File: src/rtl/code_defs_pkg.sv
// Shared PCS receive definitions: link FSM states, sync header codes and
// helpers used by the link controller and its BER monitor.
package code_defs_pkg;

  typedef enum logic [1:0] {
    ST_RESET     = 2'd0,
    ST_WAIT_LOCK = 2'd1,
    ST_LOCKED    = 2'd2
  } link_state_t;

  localparam logic [1:0] SYNC_DATA = 2'b01;
  localparam logic [1:0] SYNC_CTRL = 2'b10;

  localparam logic [5:0] BER_COUNT_MAX = 6'd63;
  localparam logic [7:0] RELOCK_MAX    = 8'd255;

  // Only 01 and 10 are legal 64b/66b sync headers.
  function automatic logic header_invalid(input logic [1:0] header);
    return !((header == SYNC_DATA) || (header == SYNC_CTRL));
  endfunction

endpackage

File: src/rtl/pcs_ber_monitor.sv
// BER monitor over windows of header-valid blocks: counts invalid sync
// headers, flags hi_ber and tracks the run of consecutive hi_ber windows.
module pcs_ber_monitor
  import code_defs_pkg::*;
#(
  parameter int BER_WINDOW       = 19531,
  parameter int BER_THRESH       = 16,
  parameter int HI_BER_RESET_WIN = 8,
  localparam int WW = $clog2(BER_WINDOW),
  localparam int RW = $clog2(HI_BER_RESET_WIN + 1)
) (
  input  logic          i_clk,
  input  logic          i_reset,
  input  logic          i_clear,
  input  logic [1:0]    i_header,
  input  logic          i_header_valid,
  output logic          hi_ber,
  output logic [5:0]    ber_count,
  output logic [RW-1:0] hi_ber_windows
);

  localparam logic [5:0]    THRESH  = 6'(BER_THRESH);
  localparam logic [WW-1:0] WIN_END = WW'(BER_WINDOW - 1);
  localparam logic [RW-1:0] RUN_MAX = RW'(HI_BER_RESET_WIN);

  logic [WW-1:0] win_cnt;
  logic [5:0]    err_cnt;
  logic [5:0]    err_next;
  logic          win_last;
  logic          final_hi;

  // err_next already includes the current block, so the last block of a
  // window is counted in that window's final result.
  always_comb begin
    err_next = err_cnt;
    if (i_header_valid && header_invalid(i_header) && (err_cnt != BER_COUNT_MAX))
      err_next = err_cnt + 6'd1;
    win_last = i_header_valid && (win_cnt == WIN_END);
    final_hi = (err_next >= THRESH);
  end

  always_ff @(posedge i_clk) begin
    if (i_reset) begin
      win_cnt        <= '0;
      err_cnt        <= '0;
      hi_ber         <= 1'b0;
      ber_count      <= '0;
      hi_ber_windows <= '0;
    end else if (i_clear) begin
      // ber_count deliberately survives a clear so the last result stays visible
      win_cnt        <= '0;
      err_cnt        <= '0;
      hi_ber         <= 1'b0;
      hi_ber_windows <= '0;
    end else begin
      if (err_cnt >= THRESH)
        hi_ber <= 1'b1;
      if (i_header_valid) begin
        if (win_last) begin
          win_cnt   <= '0;
          err_cnt   <= '0;
          ber_count <= err_next;
          hi_ber    <= final_hi;
          if (!final_hi)
            hi_ber_windows <= '0;
          else if (hi_ber_windows != RUN_MAX)
            hi_ber_windows <= hi_ber_windows + RW'(1);
        end else begin
          win_cnt <= win_cnt + WW'(1);
          err_cnt <= err_next;
        end
      end
    end
  end

endmodule

File: src/rtl/pcs_link_ctrl.sv
// RX link controller: sequences the PCS rx reset, waits for block lock with
// timeout/retry, and reports link status from the BER monitor.
module pcs_link_ctrl
  import code_defs_pkg::*;
#(
  parameter int RESET_CYCLES     = 16,
  parameter int LOCK_TIMEOUT     = 65536,
  parameter int BER_WINDOW       = 19531,
  parameter int BER_THRESH       = 16,
  parameter int HI_BER_RESET_WIN = 8
) (
  input  logic        i_clk,
  input  logic        i_reset,
  input  logic [1:0]  i_header,
  input  logic        i_header_valid,
  input  logic        i_block_lock,
  output logic        o_pcs_rx_reset,
  output logic        o_link_up,
  output logic        o_hi_ber,
  output logic [5:0]  o_ber_count,
  output logic [7:0]  o_relock_count,
  output link_state_t o_state
);

  localparam int TMAX = (LOCK_TIMEOUT > RESET_CYCLES) ? LOCK_TIMEOUT : RESET_CYCLES;
  localparam int TW   = $clog2(TMAX + 1);
  localparam int RW   = $clog2(HI_BER_RESET_WIN + 1);

  localparam logic [TW-1:0] RESET_END = TW'(RESET_CYCLES - 1);
  localparam logic [TW-1:0] LOCK_END  = TW'(LOCK_TIMEOUT - 1);
  localparam logic [RW-1:0] RUN_LIMIT = RW'(HI_BER_RESET_WIN);

  link_state_t   state;
  link_state_t   state_next;
  logic [TW-1:0] timer;
  logic          relock;
  logic          mon_clear;
  logic          hi_ber;
  logic [RW-1:0] hi_ber_windows;

  // BER history only means something while locked; lock loss wipes it.
  assign mon_clear = (state != ST_LOCKED) || !i_block_lock;

  pcs_ber_monitor #(
    .BER_WINDOW       (BER_WINDOW),
    .BER_THRESH       (BER_THRESH),
    .HI_BER_RESET_WIN (HI_BER_RESET_WIN)
  ) u_ber (
    .i_clk          (i_clk),
    .i_reset        (i_reset),
    .i_clear        (mon_clear),
    .i_header       (i_header),
    .i_header_valid (i_header_valid),
    .hi_ber         (hi_ber),
    .ber_count      (o_ber_count),
    .hi_ber_windows (hi_ber_windows)
  );

  always_comb begin
    state_next = state;
    relock     = 1'b0;
    case (state)
      ST_RESET: begin
        if (timer == RESET_END)
          state_next = ST_WAIT_LOCK;
      end
      ST_WAIT_LOCK: begin
        if (i_block_lock) begin
          state_next = ST_LOCKED;
        end else if (timer == LOCK_END) begin
          state_next = ST_RESET;
          relock     = 1'b1;
        end
      end
      ST_LOCKED: begin
        if (!i_block_lock) begin
          state_next = ST_WAIT_LOCK;
        end else if (hi_ber_windows >= RUN_LIMIT) begin
          state_next = ST_RESET;
          relock     = 1'b1;
        end
      end
      default: state_next = ST_RESET;
    endcase
  end

  always_ff @(posedge i_clk) begin
    if (i_reset) begin
      state          <= ST_RESET;
      timer          <= '0;
      o_pcs_rx_reset <= 1'b1;
      o_link_up      <= 1'b0;
      o_relock_count <= '0;
    end else begin
      state          <= state_next;
      timer          <= ((state_next != state) || (state == ST_LOCKED)) ? '0 : timer + TW'(1);
      o_pcs_rx_reset <= (state_next == ST_RESET);
      o_link_up      <= (state == ST_LOCKED) && i_block_lock && !hi_ber;
      if (relock && (o_relock_count != RELOCK_MAX))
        o_relock_count <= o_relock_count + 8'd1;
    end
  end

  assign o_hi_ber = hi_ber;
  assign o_state  = state;

endmodule

File: config.mk
export PLATFORM = sky130hd
export DESIGN_NAME = pcs_link_ctrl
export DESIGN_NICKNAME = d
export VERILOG_FILES = /design/src/rtl/code_defs_pkg.sv /design/src/rtl/pcs_ber_monitor.sv /design/src/rtl/pcs_link_ctrl.sv
export SDC_FILE = /design/constraint.sdc
export NUM_CORES = 1
export LEC_CHECK = 0
export CORE_UTILIZATION = 62
export DETAILED_ROUTE_END_ITERATION = 12
export GPL_TIMING_DRIVEN = 0
export PLACE_DENSITY_LB_ADDON = 0.1
export SLEW_MARGIN = 20
export SYNTH_ARGS = -nofsm -noshare
export SYNTH_HDL_FRONTEND = slang
export SYNTH_SLANG_ARGS = --single-unit
File: constraint.sdc
create_clock -name i_clk -period 3.7 [get_ports i_clk]
set_input_delay 0.74 -clock i_clk [delete_from_list [all_inputs] [get_ports i_clk]]
set_output_delay 0.74 -clock i_clk [all_outputs]
set_load 0.1 [all_outputs]
==> results of run 1 <==
-- flip-flops by register name (all words and copies together), names as in the netlist --
name / count
o_link_up: 1
o_pcs_rx_reset: 1
o_relock_count: 8
o_state: 2
timer: 17
u_ber.ber_count: 6
u_ber.err_cnt: 6
u_ber.hi_ber: 1
u_ber.hi_ber_windows: 4
u_ber.win_cnt: 15
-- cells by family (layout without fill, tap and decap cells) --
logic type,count (synthesis),in the layout
AND/OR/NAND/NOR,167,167
adder cells (fa/ha/maj),12,12
XOR/XNOR,34,34
flip-flops,61,61
buffers and inverters,23,63
AO/OA/AOI/OAI,43,43
multiplexers,7,7
-- worst max-delay path by stage --
stage,start,cells past startpoint,endpoint,slack [ps]
after global routing,timer[4],11,o_relock_count[5],850
after CTS,o_state[1],1,o_state[1],940
after floorplan,o_state[0],8,timer[15],1120
final,o_state[1],1,o_state[1],940
after global placement,timer[4],11,o_relock_count[5],1110
after detailed placement,timer[4],11,o_relock_count[5],1060
-- power by group through the flow --
| stage | clock, mW | combinational [mW] | sequential [mW] |
|---|---|---|---|
| 3_5_place_dp | 0 | 0.0321 | 0.677 |
| 2_1_floorplan | 0 | 0.0200 | 0.677 |
| 3_3_place_gp | 0 | 0.0318 | 0.677 |
| 6_report | 0.676 | 0.0322 | 0.663 |
| 4_1_cts | 0.686 | 0.0323 | 0.662 |
| 5_1_grt | 0.708 | 0.0365 | 0.663 |
-- metal layers --
metal	up-vias	GRT usage, %	wire length (um)
li1	1287	-	-
met3	9	5.00	180
met4	0	12.2	113
met5	-	0	0
met1	1168	30.1	2800
met2	45	40.6	2730
-- cell type report --
class	instances	area share, %
Tap cell	67	2.31
Sequential cell	61	33.7
Multi-Input combinational cell	263	48.3
Clock buffer	12	4.28
Timing Repair Buffer	24	6.62
Inverter	15	1.55
Buffer	8	1.38
Clock inverter	4	1.93
-- placed cells by master (no fill, tap or decap), types with 8 or more instances in the layout --
cell              n
xor2_1           18
nand4_1          12
clkdlybuf4s50_1  24
inv_1            15
ha_1             12
and3_1           10
nor3_1            8
o21ai_0           8
nand2_1          20
clkbuf_8         11
xnor2_1          16
nand3_1          14
dfxtp_1          61
nor2_1           61
==> run summary, run 1 <==
largest net degree at the start of global routing -> 11
CP max-delay cell -> clkdlybuf4s50_1
Num CTS Buffers -> 9
ys flop type -> dfxtp_1
Power Dens Cells -> 378 nW/um^2
total power -> 1.37 mW
critical path peak fanout -> 8
CP max stage delay -> 1190 ps
Hold Path Origin -> u_ber.hi_ber
Ys Warns -> 0
Unique masters post-synth -> 59
critical path cell sequence -> clkdlybuf4s50_1
Leak -> 1.31 nW
initial detailed-routing violation count -> 107
combinational share of power -> 2.4%
Final Critical Period -> 2760 ps
DRC Markers -> 0
CTS root buf -> clkbuf_8
synthesis-to-finish area growth -> 17.8%
Synth top cells by count -> dfxtp_1 (61), nor2_1 (61), nand2_1 (20)
Fin. Hold Viols -> 0
storage element area -> 1220 um^2
Reg2Reg Depth -> 11
first-pass GRT wire length -> 9970 um
RSZ-0062 raised after global routing -> no
Clk pwr share -> 49.3%
status -> finished clean
clk buf depth -> 2
share of cells above drive strength 1 -> 9.82%
min-delay worst type -> register to register
maximum vdd ir drop -> 0.296 mV
dpl hpwl -> 4090 um
hold_ws -> 438 ps
WP data arrival -> 2020 ps
worst path required time -> 2960 ps
Hold Crit Depth -> 1
Reg2Reg Setup Slack -> 1040 ps
Clock Sinks -> 61
final WL -> 5820 um
clk_lat worst skew -> 350 ps
WL/cell -> 12.8 um
Finished Layout Cells -> 454
post-synthesis mux area share -> 2.52%
antenna viol nets, final -> 0
H-tree Lvls -> 3
Worst-Margin Slew -> 995 ps
initial core utilization -> 64.8%
WHS Endpoint -> o_link_up
multi-input logic area -> 1750 um^2
startpoint class of the critical path -> register
post-synthesis register bit count -> 61
Final #Nets -> 400
Synth top area share -> 39.7%
synthesized area per cell -> 8.87 um^2
cts repair resizes -> 0
Core Box Area -> 4750 um^2
Final setup viols -> 0
GRT Resource Usage Total -> 24.5%
Synth area leader -> dfxtp_1
Clk pin slew, worst setup/hold paths -> 70 ps
CP Class -> register to primary output
Antenna diodes -> 0
Mapped Nets -> 365
mapped cell area -> 3080 um^2
Finished Cell Area -> 3630 um^2
Synth Area in Adders -> 4.88%
initial antenna violation count -> 0
vias in the first global route -> 2348
pre-CTS WS -> 1060 ps
Die Wd -> 72.5 um
Placer Congestion -> 0.843
Slew Limit Fails -> 0
die height -> 72.5 um
Layout Skew -> 5.25 ps
vias per cell -> 5.53
IO Port Bufs -> 24
Worst setup EP type -> primary output
die area -> 5250 um^2
CTS tree -> yes
hold_buf cts -> 0
fmax -> 0.363 GHz
worst path buffer plus inverter count -> 1
Detailed Routing Iterations Pass 1 -> 5
xor-xnor portion of the synthesized cell area -> 9.67%
setup bufs post-CTS -> 0
dpl cells -> 438
setup TNS -> 0 ps
row cnt -> 25
placed inst area -> 3400 um^2
Area contributors post-synth -> dfxtp_1 (40%), nor2_1 (7.4%), xor2_1 (5.1%)
simple-gate area share of the yosys netlist -> 29.5%
CP top delay family -> buffers and inverters
slew margin rel. -> 33.4%
IO Pins -> 25
Post-synth EDFFs -> 0
Switching Fraction -> 20.7%
largest family of logic cells by synthesized area -> simple AND/OR/NAND/NOR gates
Flop pwr share -> 48.3%
FF-to-FF Start -> timer[4]
vias -> 2509
Critical R2R Capture -> o_relock_count[5]
internal power component -> 1.09 mW
total gr overflow -> 0
NetSw -> 0.283 mW
Util after Layout -> 76.3%
share of flip-flops with an asynchronous set or reset -> 0%
Gate Count Post-Synth -> 347
PnR worst setup slack -> 945 ps
Final period util -> 74.5%
# fillers -> 356
number of max-cap violations -> 0
compound-cell area share of the yosys netlist -> 10.3%
Seq/Total Area, Yosys -> 39.7%
No activity file was read; power rests on OpenSTA's default activity.
==> run 2: changes to the inputs <==
--- a/config.mk
+++ b/config.mk
@@ -5,7 +5,7 @@
 export SDC_FILE = /design/constraint.sdc
 export NUM_CORES = 1
 export LEC_CHECK = 0
-export CORE_UTILIZATION = 62
+export CORE_UTILIZATION = 58
 export DETAILED_ROUTE_END_ITERATION = 12
 export GPL_TIMING_DRIVEN = 0
 export PLACE_DENSITY_LB_ADDON = 0.1
==> constraint.sdc (replaced) <==
create_clock -name i_clk -period 2.9 [get_ports i_clk]
set_input_delay 0.58 -clock i_clk [delete_from_list [all_inputs] [get_ports i_clk]]
set_output_delay 0.58 -clock i_clk [all_outputs]
set_load 0.1 [all_outputs]
==> run 2 against run 1 <==
Net effect: wire length increased by 1.1%; clock skew increased by 6.6 ps; via count increased by 0.68%; critical path type is now register to register; total power increased by 36%; core utilization decreased by 4.5 points; design area increased by 1.0%; highest routed layer unchanged; non-clock buffer count unchanged; die area increased by 6.7%; flip-flop and latch count unchanged; combinational power increased by 29%; global-route usage decreased by 1.1 points.
==> run summary, run 2 (synthesis gave the netlist of run 1 again) <==
fmax -> 0.379 GHz
largest net degree at the start of global routing -> 11
clk buf depth -> 2
Worst-Margin Slew -> 979 ps
number of max-cap violations -> 0
Layout Skew -> 11.8 ps
Num CTS Buffers -> 9
Reg2Reg Depth -> 11
dpl hpwl -> 4160 um
Final period util -> 91.0%
row cnt -> 26
hold_ws -> 446 ps
total power -> 1.86 mW
Placer Congestion -> 0.798
synthesis-to-finish area growth -> 19.1%
max FFs per register -> 17
antenna viol nets, final -> 0
vias in the first global route -> 2315
Most flops, register -> timer
RSZ-0062 raised after global routing -> no
critical path peak fanout -> 6
initial core utilization -> 60.3%
maximum vdd ir drop -> 0.307 mV
Util after Layout -> 71.8%
Hold Crit Depth -> 1
IO Port Bufs -> 24
Final setup viols -> 0
final WL -> 5890 um
Antenna diodes -> 0
Detailed Routing Iterations Pass 1 -> 4
CP startpoint -> timer[4]
worst path required time -> 3140 ps
most frequent cells in the layout -> nor2_1 (61), dfxtp_1 (61), clkdlybuf4s50_1 (24)
clk_lat worst skew -> 340 ps
Final Critical Period -> 2640 ps
WP data arrival -> 2870 ps
Reg2Reg Setup Slack -> 260 ps
Power Dens Cells -> 507 nW/um^2
Leak -> 1.33 nW
CP Class -> register to register
Core Box Area -> 5110 um^2
crit path to -> o_relock_count[5]
CTS root buf -> clkbuf_8
startpoint class of the critical path -> register
IO Pins -> 25
Clk pin slew, worst setup/hold paths -> 70 ps
slew margin rel. -> 34.5%
WL/cell -> 12.9 um
H-tree Lvls -> 3
hold_buf cts -> 0
CTS tree -> yes
Clock Sinks -> 61
vias -> 2526
die height -> 74.9 um
total gr overflow -> 0
cts repair resizes -> 0
setup TNS -> 0 ps
die area -> 5600 um^2
Worst setup EP type -> register
first-pass GRT wire length -> 9880 um
vias per cell -> 5.53
placed inst area -> 3410 um^2
Fin. Hold Viols -> 0
initial antenna violation count -> 0
Die Wd -> 74.9 um
Final #Nets -> 400
DRC Markers -> 0
top flop regs -> timer (17), u_ber.win_cnt (15), o_relock_count (8)
Finished Cell Area -> 3670 um^2
status -> finished clean
setup bufs post-CTS -> 0
Critical R2R Capture -> o_relock_count[5]
initial detailed-routing violation count -> 99
share of cells above drive strength 1 -> 9.82%
min-delay worst type -> register to register
GRT Resource Usage Total -> 23.4%
FF-to-FF Start -> timer[4]
Slew Limit Fails -> 0
-- run 2: where the power goes --
group          switching (mW)  internal (mW)  total (mW)
sequential            0.00379          0.842       0.845
clock                   0.330          0.642       0.972
combinational          0.0233         0.0182      0.0415
total                   0.357           1.50        1.86
-- run 2: cell type report --
cell class / count / area [um^2]
Multi-Input combinational cell: 263 / 1750
Fill cell: 410 / 1440
Sequential cell: 61 / 1220
Timing Repair Buffer: 24 / 240
Clock buffer: 13 / 169
Clock inverter: 3 / 90.1
Tap cell: 70 / 87.6
Inverter: 15 / 56.3
Buffer: 8 / 50.0
-- run 2: routing by layer --
layer | up-vias | track usage (%) | share of wire, %
met5 | - | 0 | 0
met4 | 0 | 12.6 | 2.2
met3 | 10 | 4.02 | 2.0
met2 | 31 | 39.1 | 47
met1 | 1201 | 28.7 | 49
li1 | 1284 | - | -
-- run 2: how the worst min path moves through the flow --
stage | start | endpoint | slack (ps)
after floorplan | timer[0] | timer[0] | 430
after global placement | u_ber.hi_ber | o_link_up | 420
after detailed placement | u_ber.hi_ber | o_link_up | 430
after CTS | u_ber.hi_ber | o_link_up | 450
after global routing | u_ber.hi_ber | o_link_up | 460
final | u_ber.hi_ber | o_link_up | 450
-- run 2: worst max-delay path: stages (launching register included) --
cell and delay (ps):
dfxtp_1 430, nand4_1 170, or2_1 250, buf_6 140, nor4_4 150, and3_1 190, ha_1 170, nand3b_1 100
a21boi_2 270, o211ai_1 180, nor2_1 150, mux2_2 340
-- run 2: stage by stage --
| step | worst slack (ps) | std cells |
|---|---|---|
| floorplan | 315 | 347 |
| finish | 262 | 457 |
| CTS | 244 | 457 |
| detailed placement | 283 | 441 |
| global placement | 306 | 441 |
| global route | 34.4 | 457 |
